`src/rtl/rx_fifo_ctrl.sv`:
```
// Receive FIFO for one UART channel, sitting between the RX deserializer and
// the CPU register interface. Each entry holds a character plus its parity,
// framing and break flags. The FIFO also provides:
//   - show-ahead read port (head entry visible without a pop),
//   - sticky overrun flag for characters dropped while full,
//   - trigger-level interrupt on occupancy,
//   - character-timeout interrupt when data sits idle in the FIFO,
//   - synchronous flush,
//   - summary flag saying whether any stored entry carries an error.
// DEPTH must be a power of two and at least 2. The pointers carry one extra
// bit so that full and empty can be told apart.
module rx_fifo_ctrl #(
    parameter int DATA_W = 8,
    parameter int DEPTH  = 16,
    parameter int ERR_W  = 3,
    parameter int TO_W   = 8,
    parameter int CNT_W  = $clog2(DEPTH) + 1
) (
    input  logic              clk,
    input  logic              rst_n,
    input  logic              flush,
    input  logic              wr_en,
    input  logic [DATA_W-1:0] wr_data,
    input  logic [ERR_W-1:0]  wr_err,
    input  logic              rd_en,
    output logic [DATA_W-1:0] rd_data,
    output logic [ERR_W-1:0]  rd_err,
    input  logic [CNT_W-1:0]  trig_level,
    input  logic [TO_W-1:0]   timeout_cycles,
    input  logic              overrun_clr,
    output logic [CNT_W-1:0]  count,
    output logic              empty,
    output logic              full,
    output logic              overrun,
    output logic              err_in_fifo,
    output logic              trig_irq,
    output logic              timeout_irq
);

    localparam int ADDR_W = CNT_W - 1;

    // One stored character together with its error flags.
    typedef struct packed {
        logic [ERR_W-1:0]  err;
        logic [DATA_W-1:0] data;
    } entry_t;

    entry_t            mem [DEPTH];
    entry_t            head;

    logic [CNT_W-1:0]  wr_ptr;
    logic [CNT_W-1:0]  rd_ptr;
    logic [CNT_W-1:0]  err_cnt;
    logic [TO_W-1:0]   idle_cnt;
    logic              overrun_q;
    logic              timeout_q;

    logic              pop_ok;
    logic              push;
    logic              pop;
    logic              drop;
    logic              err_inc;
    logic              err_dec;
    logic              idle_clr;

    // ------------------------------------------------------------------
    // Occupancy and status derived from the registered pointers. All of
    // these follow rst_n immediately because the pointers reset
    // asynchronously.
    // ------------------------------------------------------------------
    assign count = wr_ptr - rd_ptr;
    assign empty = (count == '0);
    assign full  = (count == CNT_W'(DEPTH));

    // Show-ahead head entry; forced to zero while nothing is stored so stale
    // memory contents never leak to the CPU.
    assign head    = mem[rd_ptr[ADDR_W-1:0]];
    assign rd_data = empty ? '0 : head.data;
    assign rd_err  = empty ? '0 : head.err;

    assign overrun     = overrun_q;
    assign err_in_fifo = (err_cnt != '0);
    assign timeout_irq = timeout_q;

    // Trigger compares the registered count; a level above DEPTH can never be
    // reached, so it simply never fires.
    assign trig_irq = (trig_level != '0) && (count >= trig_level);

    // Decode the per-cycle transfer: flush discards both sides, a pop needs
    // data, and a push into a full FIFO is only legal when a pop frees a slot
    // in the same cycle.
    // NOTE: every signal driven from always_comb gets a default first, so no
    // path can leave it unassigned and infer a latch.
    always_comb begin
        pop_ok   = 1'b0;
        push     = 1'b0;
        pop      = 1'b0;
        drop     = 1'b0;
        err_inc  = 1'b0;
        err_dec  = 1'b0;
        idle_clr = 1'b0;

        pop_ok = rd_en && !empty;
        if (!flush) begin
            pop  = pop_ok;
            push = wr_en && (!full || pop_ok);
            drop = wr_en && full && !pop_ok;
        end

        err_inc  = push && (|wr_err);
        err_dec  = pop && (|head.err);
        idle_clr = flush || push || pop || empty;
    end

    // Storage array: written on an accepted push only.
    // NOTE: the memory has no reset; empty masks the read port, so stale
    // contents are never observable and the array can map onto plain RAM.
    always_ff @(posedge clk) begin
        if (push) begin
            mem[wr_ptr[ADDR_W-1:0]] <= '{err: wr_err, data: wr_data};
        end
    end

    // Read and write pointers; flush rewinds both to zero.
    // NOTE: sequential state uses non-blocking assignments so every register
    // samples the pre-edge values regardless of statement order.
    always_ff @(posedge clk or negedge rst_n) begin
        if (!rst_n) begin
            wr_ptr <= '0;
            rd_ptr <= '0;
        end else if (flush) begin
            wr_ptr <= '0;
            rd_ptr <= '0;
        end else begin
            if (push) begin
                wr_ptr <= wr_ptr + CNT_W'(1);
            end
            if (pop) begin
                rd_ptr <= rd_ptr + CNT_W'(1);
            end
        end
    end

    // Count of stored entries carrying any error flag; a push and pop of
    // erroneous entries in the same cycle cancel out.
    always_ff @(posedge clk or negedge rst_n) begin
        if (!rst_n) begin
            err_cnt <= '0;
        end else if (flush) begin
            err_cnt <= '0;
        end else begin
            case ({err_inc, err_dec})
                2'b10:   err_cnt <= err_cnt + CNT_W'(1);
                2'b01:   err_cnt <= err_cnt - CNT_W'(1);
                default: err_cnt <= err_cnt;
            endcase
        end
    end

    // Sticky overrun: a fresh drop wins over a simultaneous clear, and flush
    // deliberately leaves the flag alone so software still sees the loss.
    always_ff @(posedge clk or negedge rst_n) begin
        if (!rst_n) begin
            overrun_q <= 1'b0;
        end else if (drop) begin
            overrun_q <= 1'b1;
        end else if (overrun_clr) begin
            overrun_q <= 1'b0;
        end
    end

    // Character timeout: count idle cycles while data waits, and raise the
    // interrupt once the count reaches the programmed threshold. Any traffic,
    // a flush or an empty FIFO restarts the measurement.
    always_ff @(posedge clk or negedge rst_n) begin
        if (!rst_n) begin
            idle_cnt  <= '0;
            timeout_q <= 1'b0;
        end else if (idle_clr) begin
            idle_cnt  <= '0;
            timeout_q <= 1'b0;
        end else begin
            if (idle_cnt != '1) begin
                idle_cnt <= idle_cnt + TO_W'(1);
            end
            if (timeout_cycles == '0) begin
                timeout_q <= 1'b0;
            end else if (idle_cnt == timeout_cycles - TO_W'(1)) begin
                timeout_q <= 1'b1;
            end
        end
    end

endmodule

```
`config.mk`:
```
export PLATFORM = sky130hd
export DESIGN_NAME = rx_fifo_ctrl
export DESIGN_NICKNAME = d
export VERILOG_FILES = /design/src/rtl/rx_fifo_ctrl.sv
export SDC_FILE = /design/constraint.sdc
export NUM_CORES = 1
export LEC_CHECK = 0
export ABC_CLOCK_PERIOD_IN_PS = 5900
export CORE_UTILIZATION = 56
export CTS_CLUSTER_DIAMETER = 30
export CTS_CLUSTER_SIZE = 12
export DETAILED_ROUTE_END_ITERATION = 7
export MAX_ROUTING_LAYER = met4
export PLACE_DENSITY = 0.81
export REMOVE_ABC_BUFFERS = 1
export SLEW_MARGIN = 20
export SYNTH_ARGS = -nofsm -noshare
export SYNTH_HDL_FRONTEND = slang
export SYNTH_SLANG_ARGS = --single-unit
```
`constraint.sdc`:
```
create_clock -name clk -period 5.9 [get_ports clk]
set_input_delay 1.475 -clock clk [delete_from_list [all_inputs] [get_ports clk]]
set_output_delay 1.475 -clock clk [all_outputs]
set_load 0.02 [all_outputs]
```
==> flow_metrics.py <==
metrics = {
    "status": {
        "outcome": "completed",
    },
    "clock_network": {
        "cts_tree": "done",
        "clock_path_buffers": 3,
        "path_clk_slew_ns": 0.05,
        "clk_latency_ns": 0.54,
        "cts_hold_buf": 0,
        "numClockSinks": 201,
        "root_buffer": "clkbuf_16",
        "cts_made_buffers": 30,
        "h-tree-depth": 1,
        "post-cts-setup-buffer-count": 0,
        "cts-resized-gates": 0,
    },
    "global_routing": {
        "grt_start_max_net_pins": 48,
        "track_usage_pct": 26.2,
        "grt.overflow.total": 0,
        "grt_pass1_wl_um": 30200,
        "grt_pass1_vias": 5356,
        "antenna_found_initial": 0,
    },
    "logic_synthesis": {
        "synth_top_family_by_area": "multiplexers",
        "ys_ff_latch": 201,
        "postSynthCellCount": 523,
        "synth_adder_area_share_pct": 3.26,
        "synth_compound_area_share_pct": 3.20,
        "synth_xor_area_share_pct": 2.41,
        "synthSimpleGateAreaFrac_pct": 7.23,
        "ys.flop_type": "edfxtp_1",
        "ys.warnings.count": 0,
        "muxShareOfSynthArea_pct": 15.3,
        "synth_edf_count": 176,
        "ys_types": 57,
        "ys_seq_area_share_pct": 66.3,
        "avgSynthCellArea_um2": 17.0,
        "syn_area_um2": 8910,
        "async_flop_share_pct": 12.4,
    },
    "sta": {
        "rsz0062_at_grt": "false",
        "maxSlewViolCount": 0,
        "hold_violations": 0,
        "max_slew.worst_pin.slew_ns": 1.00,
        "fin_setup_tns_ns": 0,
        "fin_worst_skew_ns": 0.0135,
        "setup_viol": 0,
        "fin_crit_sh_pct": 88.1,
        "fmax_mhz": 192,
        "min_period_ns": 5.20,
        "maxSlewHeadroom_pct": 32.9,
    },
    "flow_run": {
        "maxCapViolCount": 0,
    },
    "routing": {
        "viasPerCell": 6.08,
        "drc": 0,
        "wl_per_cell_um": 23.2,
        "vias": 5110,
        "routed_wl_um": 19500,
        "drtIter0Drc": 545,
        "first_pass_iters": 5,
        "postRouteAntennaNets": 0,
    },
    "power_and_ir_drop": {
        "p_int_mw": 3.28,
        "pwr-share-seq_pct": 35.0,
        "p_clk_share_pct": 36.8,
        "leakage_nw": 3.78,
        "pwr-share-comb_pct": 28.2,
        "ir_worst_vdd_v": 0.000422,
        "powerDensity_nw_per_um2": 429,
        "switching_share_pct": 28.9,
        "power_switching_mw": 1.34,
    },
    "worst_setup_path": {
        "crit_path_max_fanout": 18,
        "required_ns": 4.43,
        "start_kind": "flop",
        "end_kind": "output pin",
        "worst_ep_arrival_time_ns": 3.73,
        "criticalPathCategory": "reg2out",
        "cp_slowest_cell": "clkdlybuf4s50_1",
        "worstPathCellList": "inv_2 -> ha_1 -> xnor2_1 -> inv_1 -> a211o_1 -> a211oi_2 -> buf_4 -> nor2b_1 -> clkdlybuf4s50_1",
        "critPathMaxStageDelay_ns": 0.57,
    },
    "finish": {
        "diodes": 0,
        "final_cell_mix": "176 x edfxtp_1, 51 x clkdlybuf4s50_1, 48 x mux4_2",
        "final_area_um2": 10800,
        "layout_commonest_cell": "edfxtp_1",
        "nNetsFinal": 662,
        "area_growth_syn_to_layout_pct": 20.7,
        "drive_above_1_share_pct": 21.3,
    },
    "floorplanning": {
        "dieArea_um2": 16400,
        "io_pins": 52,
        "fp.dieH_um": 128,
        "die_x_um": 128,
        "initial_core_util_pct": 58.0,
        "core_um2": 15400,
        "rows": 45,
    },
    "placement": {
        "io_buffer_count": 51,
        "post_dp_cell_area_um2": 9790,
        "dp.final_hpwl_um": 11300,
        "place_congestion": 0.904,
    },
    "worst_hold_path": {
        "worstHoldPathType": "reg2reg",
    },
}
area by class of cell:
class | instances | area [um^2]
Tap cell | 211 | 264
Sequential cell | 201 | 5910
Clock buffer | 32 | 758
Multi-Input combinational cell | 278 | 2840
Fill cell | 918 | 4610
Inverter | 26 | 97.6
Clock inverter | 19 | 211
Timing Repair Buffer | 73 | 676
per-layer routing:
layer  part of all wire (%)  global-route usage [%]  wire length, um
met5                      0                       -                0
met1                     39                    32.5             7590
met4                    3.5                    11.0              677
met3                    6.1                    3.88             1200
met2                     52                    43.6            10100
cells by family (layout without fill, tap and decap cells):
kind of cell | Yosys count | count (layout)
DFF | 201 | 201
and+or+nand+nor | 125 | 125
muxes | 68 | 68
buffers and inverters | 44 | 150
AOI/OAI and AO/OA | 40 | 40
xor gates and xnor gates | 23 | 23
adders and majority gates | 22 | 22
path summary, 6_finish.rpt:
| kind | start | end | slack [ns] | cells past startpoint |
|---|---|---|---|---|
| worst max-delay path | rd_ptr[2] | rd_data[6] | 0.70 | 9 |
| worst min-delay path | overrun | overrun | 0.52 | 2 |
| worst max register to register | rd_ptr[2] | err_cnt[3] | 1.63 | 15 |
| worst min register to register | overrun | overrun | 0.52 | 2 |
| max in group asynchronous | rst_n | rd_ptr[1] | 4.31 | 2 |
| min in group asynchronous | rst_n | wr_ptr[1] | 1.31 | 2 |
registers in the layout, summed over array words and instances, names as in the netlist:
| signal | flops |
|---|---|
| err_cnt | 5 |
| overrun | 1 |
| wr_ptr | 5 |
| idle_cnt | 8 |
| mem | 176 |
| rd_ptr | 5 |
| timeout_irq | 1 |
power groups by stage:
| stage | logic, mW | registers, mW | clock network (mW) |
|---|---|---|---|
| final | 1.30 | 1.62 | 1.70 |
| after global routing | 1.39 | 1.62 | 1.77 |
| after CTS | 1.31 | 1.62 | 1.71 |
| after detailed placement | 1.28 | 1.64 | 0 |
| after global placement | 1.26 | 1.64 | 0 |
| after floorplan | 0.772 | 1.71 | 0 |
cell usage after synthesis (5+ instances only):
master / instances / area share (%)
edfxtp_1: 176 / 59
mux4_2: 48 / 12
nor2_1: 39 / 1.6
dfrtp_1: 25 / 7.0
inv_1: 24 / 1.0
ha_1: 20 / 2.8
nor3_1: 16 / 0.90
xnor2_1: 16 / 1.6
nor2b_1: 14 / 0.98
nand2_1: 13 / 0.55
a21oi_1: 12 / 0.67
clkbuf_1: 10 / 0.42
mux2i_1: 9 / 1.0
o21ai_0: 8 / 0.45
nand3_1: 7 / 0.39
xor2_1: 6 / 0.59
nand2b_1: 5 / 0.35
nand4_1: 5 / 0.35
critical path: cells and delay by family (launching register included):
| family | cells | cell delay [ns] |
|---|---|---|
| adders and majority gates | 1 | 0.39 |
| DFF | 1 | 0.44 |
| and+or+nand+nor | 1 | 0.11 |
| xor gates and xnor gates | 1 | 0.26 |
| buffers and inverters | 4 | 1.48 |
| AOI/OAI and AO/OA | 2 | 0.50 |
per-stage QoR:
step / utilization [%] / cells / hold WS, ns / power (mW) / worst slack, ns
4_1_cts: 70.0 / 840 / 0.531 / 4.64 / 0.690
6_report: 70.0 / 840 / 0.524 / 4.62 / 0.700
2_1_floorplan: - / 505 / 0.525 / 2.48 / -0.00351
3_5_place_dp: 63.7 / 789 / 0.520 / 2.93 / 0.852
3_3_place_gp: 63.7 / 789 / 0.515 / 2.90 / 0.883
5_1_grt: 70.0 / 840 / 0.589 / 4.79 / 0.519
Power figures use the tool's default switching activity.
